**config.mk**
```make
export PLATFORM = sky130hd
export DESIGN_NAME = spi_frame_sender
export DESIGN_NICKNAME = d
export VERILOG_FILES = /design/src/rtl/spi_frame_sender.sv
export SDC_FILE = /design/constraint.sdc
export NUM_CORES = 1
export LEC_CHECK = 0
export CAP_MARGIN = 25
export CELL_PAD_IN_SITES_DETAIL_PLACEMENT = 0
export CELL_PAD_IN_SITES_GLOBAL_PLACEMENT = 1
export CORE_MARGIN = 1
export CORE_UTILIZATION = 46
export CTS_CLUSTER_DIAMETER = 200
export DETAILED_ROUTE_END_ITERATION = 16
export PLACE_DENSITY = 0.95
export SLEW_MARGIN = 15
export SYNTH_ARGS = -nofsm -noshare
export SYNTH_HDL_FRONTEND = slang
export SYNTH_SLANG_ARGS = --single-unit
```
**constraint.sdc**
```tcl
create_clock -name clk_in -period 5.4 [get_ports clk_in]
set_clock_uncertainty 0.15 [all_clocks]
set_input_delay 1.08 -clock clk_in [delete_from_list [all_inputs] [get_ports clk_in]]
set_output_delay 1.08 -clock clk_in [all_outputs]
set_load 0.01 [all_outputs]
```
**src/rtl/spi_frame_sender.sv**
```systemverilog
// -----------------------------------------------------------------------------
// spi_frame_sender
// Captures one packed game-state frame on a trigger pulse and shifts it out
// MSB-first as an SPI mode-0 master (CPOL=0, CPHA=0) towards the peer board.
//
// Optional build macro: SPI_PARITY_EN
//   defined   -> one even-parity bit (XOR of all data bits) follows the LSB
//   undefined -> exactly DATA_WIDTH bits per frame
// -----------------------------------------------------------------------------
module spi_frame_sender #(
    parameter int DATA_WIDTH      = 89,
    parameter int DATA_CLK_PERIOD = 20
) (
    input  logic                  clk_in,
    input  logic                  rst_in,
    input  logic [DATA_WIDTH-1:0] data_in,
    input  logic                  trigger_in,
    output logic                  busy_out,
    output logic                  done_out,
    output logic                  chip_data_out,
    output logic                  chip_clk_out,
    output logic                  chip_sel_out
);

    // Number of SCLK periods in one frame.
`ifdef SPI_PARITY_EN
    localparam int N_BITS = DATA_WIDTH + 1;
`else
    localparam int N_BITS = DATA_WIDTH;
`endif

    localparam int HALF_PERIOD = DATA_CLK_PERIOD / 2;
    localparam int HALF_CNT_W  = (HALF_PERIOD > 1) ? $clog2(HALF_PERIOD) : 1;
    localparam int BIT_CNT_W   = $clog2(N_BITS + 1);

    localparam logic [HALF_CNT_W-1:0] HALF_LAST = HALF_CNT_W'(HALF_PERIOD - 1);
    localparam logic [BIT_CNT_W-1:0]  BIT_LAST  = BIT_CNT_W'(N_BITS - 1);

    typedef enum logic {
        ST_IDLE = 1'b0,
        ST_SEND = 1'b1
    } state_t;

    state_t                r_state;
    logic [N_BITS-1:0]     r_shift;
    logic [HALF_CNT_W-1:0] r_half_cnt;
    logic [BIT_CNT_W-1:0]  r_bit_cnt;
    logic                  r_sclk;
    logic                  r_cs_n;
    logic                  r_busy;
    logic                  r_done;

    logic [N_BITS-1:0]     w_frame;
    logic                  w_half_wrap;

    // Frame image loaded into the shift register when a trigger is accepted.
`ifdef SPI_PARITY_EN
    assign w_frame = {data_in, ^data_in};
`else
    assign w_frame = data_in;
`endif

    assign w_half_wrap = (r_half_cnt == HALF_LAST);

    // MOSI is the shift-register MSB. Shifting once more after the final bit
    // leaves the register all-zero, so MOSI idles low without a separate flop.
    assign chip_data_out = r_shift[N_BITS-1];
    assign chip_clk_out  = r_sclk;
    assign chip_sel_out  = r_cs_n;
    assign busy_out      = r_busy;
    assign done_out      = r_done;

    // Frame sequencer: trigger capture, SCLK generation and bit shifting.
    // NOTE: every register here uses non-blocking assignment so all updates
    // see the pre-edge values; mixing in blocking writes would make the
    // falling-edge shift depend on statement order.
    always_ff @(posedge clk_in or posedge rst_in) begin
        if (rst_in) begin
            r_state    <= ST_IDLE;
            r_shift    <= '0;
            r_half_cnt <= '0;
            r_bit_cnt  <= '0;
            r_sclk     <= 1'b0;
            r_cs_n     <= 1'b1;
            r_busy     <= 1'b0;
            r_done     <= 1'b0;
        end else begin
            r_done <= 1'b0;
            case (r_state)
                ST_IDLE: begin
                    if (trigger_in) begin
                        r_shift    <= w_frame;
                        r_half_cnt <= '0;
                        r_bit_cnt  <= '0;
                        r_sclk     <= 1'b0;
                        r_cs_n     <= 1'b0;
                        r_busy     <= 1'b1;
                        r_state    <= ST_SEND;
                    end
                end
                ST_SEND: begin
                    if (!w_half_wrap) begin
                        r_half_cnt <= r_half_cnt + HALF_CNT_W'(1);
                    end else begin
                        r_half_cnt <= '0;
                        if (!r_sclk) begin
                            // Rising edge: data held, peer samples MOSI.
                            r_sclk <= 1'b1;
                        end else begin
                            // Falling edge: advance to the next bit.
                            r_sclk    <= 1'b0;
                            r_bit_cnt <= r_bit_cnt + BIT_CNT_W'(1);
                            r_shift   <= r_shift << 1;
                            if (r_bit_cnt == BIT_LAST) begin
                                r_state <= ST_IDLE;
                                r_cs_n  <= 1'b1;
                                r_busy  <= 1'b0;
                                r_done  <= 1'b1;
                            end
                        end
                    end
                end
            endcase
        end
    end

endmodule
```
==> metrics.md <==
| Metric | Value |
|---|---|
| Vias per cell | `5.19` |
| Core footprint | `10900 µm²` |
| Number of distinct library cells after synthesis | `38` |
| Highest-count cells in the layout ignoring fill and taps | `169 x mux2_2, 103 x dfrtp_1, 96 x clkdlybuf4s50_1` |
| CP Capture Point | `r_shift[56]` |
| Peak Freq | `353 MHz` |
| Mux cell area share after synthesis | `0.384` |
| Max Cap Viol | `0` |
| Critical path type | `in -> reg` |
| I/O Buffers | `96` |
| Final core occ | `0.599` |
| Worst r2r src | `r_state` |
| Cells after Synth | `370` |
| Min cycle time layout | `2.83 ns` |
| CTS Buf Count | `9` |
| Synth Area in Simple Gates | `0.0394` |
| R2r worst-path depth | `4` |
| Setup WS post-layout | `2.57 ns` |
| Final #Nets | `557` |
| Fin. max-slew vios | `0` |
| DR vias | `3144` |
| Initial antenna violation count | `0` |
| Largest family of logic cells by synthesized area | `multiplexers` |
| Num Clock Sinks | `105` |
| GPL Wtd Cong | `0.736` |
| Post_cts resized | `0` |
| Total gr overflow | `0` |
| Ports | `97` |
| Die Ht | `108 µm` |
| FFs w/ async S/R, synth | `1.00` |
| Reg clk slew, reported paths | `0.07 ns` |
| Post-synthesis net count | `466` |
| Post-route ant nets | `0` |
| Final Cycle Share | `0.524` |
| Post-Synth Adder-Cell Area | `0.00961` |
| Max H-tree Level | `3` |
| Hold buffer count at CTS | `0` |
| Number of fill cells in the layout | `880` |
| Total die area | `11800 µm²` |
| DRC viols | `0` |
| Setup crit end kind | `flop` |
| CTS root buffer | `clkbuf_16` |
| Clk buf depth | `2` |
| Final setup violation count | `0` |
| Drt wl/cell | `15.5 µm` |
| GR Util All Layers | `0.169` |
| EDFF count, synth | `0` |
| # rows | `38` |
| Syn. warnings | `0` |
| Drt first pass iters | `4` |
| Commonest non-fill, non-tap cell in the layout | `mux2_2` |
| Share of cells above drive strength 1 | `0.421` |
| VDD IR max | `182 µV` |
| RSZ-0062 raised after global routing | `no` |
| Pre-CTS WS | `2.24 ns` |
| Most used flip-flop cell after synthesis | `dfrtp_1` |
| Max_slew headroom | `0.572` |
| Largest net degree at the start of global routing | `79` |
| HP Class | `reg -> reg` |
| Post-synthesis sequential area ratio | `0.505` |
| WL final | `9.42 mm` |
| Crit path launch | `trigger_in` |
| R2R Path End | `r_shift[56]` |
| Clock latency at the later pin of the worst-skew pair | `0.34 ns` |
| Setup TNS | `0 ns` |
| Outcome | `completed` |
| Compound-Gate Fraction of Synth Area | `0.0264` |
| Mapped Area | `5210 µm²` |
| Initial detailed-routing violation count | `101` |
| Final Hold Viols | `0` |
| #FFs+latches synth | `105` |
| Worst R2R Setup Slack | `2.72 ns` |
| Post-CTS setup buffer count | `0` |
| Vias in the first global route | `3302` |
| Fin Hold WS | `0.332 ns` |
| Lkg Pwr | `0.00267 µW` |
| Syn avg cell area | `14.1 µm²` |
| WP data required | `5.47 ns` |
| Starting Density | `0.476` |
| P per Cell Area | `439 nW/µm²` |
| Startpoint types | `input pin` |
| Area Growth Syn to Fin | `25.7%` |
| Crit path DAT | `2.90 ns` |
| Global-route wire length before repair | `15.5 mm` |
| Die W | `108 µm` |
| XOR/XNOR Fraction of Synth Area | `0.00168` |
| CTS tree | `yes` |
| Ant diodes | `0` |
| Worst slew pin tran | `0.643 ns` |
| CP Max Fanout | `47` |
| DP Wirelength | `6.34 mm` |
==> registers in the layout, summed over array words and instances, names as in the netlist <==
| register | count |
|---|---|
| done_out | 1 |
| r_half_cnt | 4 |
| r_state | 1 |
| chip_clk_out | 1 |
| r_shift | 89 |
| busy_out | 1 |
| chip_sel_out | 1 |
| r_bit_cnt | 7 |
==> logic make-up after synthesis <==
logic type | Yosys count
fa+ha+maj | 4
mux | 178
compound gates | 21
xor+xnor | 1
simple gates | 32
buf+inv | 29
flops | 105
==> how the worst min path moves through the flow <==
| stage | slack [ns] | to | start | cells past startpoint |
|---|---|---|---|---|
| global route | 0.35 | r_shift[1] | r_shift[1] | 1 |
| floorplan | 0.30 | r_shift[1] | r_shift[1] | 1 |
| CTS | 0.34 | r_shift[1] | r_shift[1] | 1 |
| global placement | 0.31 | r_shift[86] | r_shift[86] | 1 |
| finish | 0.33 | r_shift[1] | r_shift[1] | 1 |
| detailed placement | 0.32 | r_shift[1] | r_shift[1] | 1 |
==> cells in the mapped netlist (2+ instances only) <==
cell,count,area (µm²)
inv_1,8,30.0
a21oi_1,4,20.0
mux2_2,169,1900
buf_2,3,15.0
nor2b_1,2,12.5
ha_1,4,50.1
clkbuf_1,9,33.8
nand3b_1,2,15.0
o21ai_0,8,40.0
o31ai_1,3,22.5
nor2_1,3,11.3
nand4_1,2,12.5
nand3_1,2,10.0
mux2_1,8,90.1
dfrtp_1,104,2600
nand2_1,8,30.0
nand2b_1,2,12.5
buf_6,8,90.1
or3_1,2,12.5
==> power by group <==
part / leakage (µW) / internal, µW / switching, µW
clock: 0.000131 / 337 / 280
combinational: 0.00130 / 624 / 266
sequential: 0.00123 / 1160 / 204
total: 0.00267 / 2120 / 750
==> critical path: stages <==
cell             delay, ns
clkdlybuf4s50_1       0.55
nand2b_1              0.21
o21ai_4               0.11
buf_4                 0.52
mux2_2                0.41
==> metal layers <==
| metal | track usage | vias up | wire (µm) |
|---|---|---|---|
| met3 | 0.0380 | 13 | 450 |
| li1 | - | 1510 | - |
| met4 | 0.0656 | 0 | 165 |
| met2 | 0.282 | 68 | 4620 |
| met1 | 0.213 | 1553 | 4180 |
| met5 | 0 | - | 0 |
==> area by class of cell <==
class | instances | area (µm²) | area share
Clock buffer | 12 | 256 | 0.0392
Timing Repair Buffer | 101 | 1020 | 0.156
Sequential cell | 105 | 2630 | 0.402
Multi-Input combinational cell | 236 | 2400 | 0.367
Inverter | 8 | 32.5 | 0.00497
Tap cell | 140 | 175 | 0.0268
Clock inverter | 4 | 27.5 | 0.00420
==> metrics by stage <==
| stage | power, µW | cells | cell area [µm²] |
|---|---|---|---|
| 2_1_floorplan | 2030 | 370 | 5210 |
| 3_3_place_gp | 2210 | 589 | 6240 |
| 3_5_place_dp | 2280 | 589 | 6240 |
| 4_1_cts | 2900 | 605 | 6520 |
| 5_1_grt | 3070 | 606 | 6550 |
| 6_report | 2870 | 606 | 6550 |
Note: power is estimated with default switching activity, not from simulation.
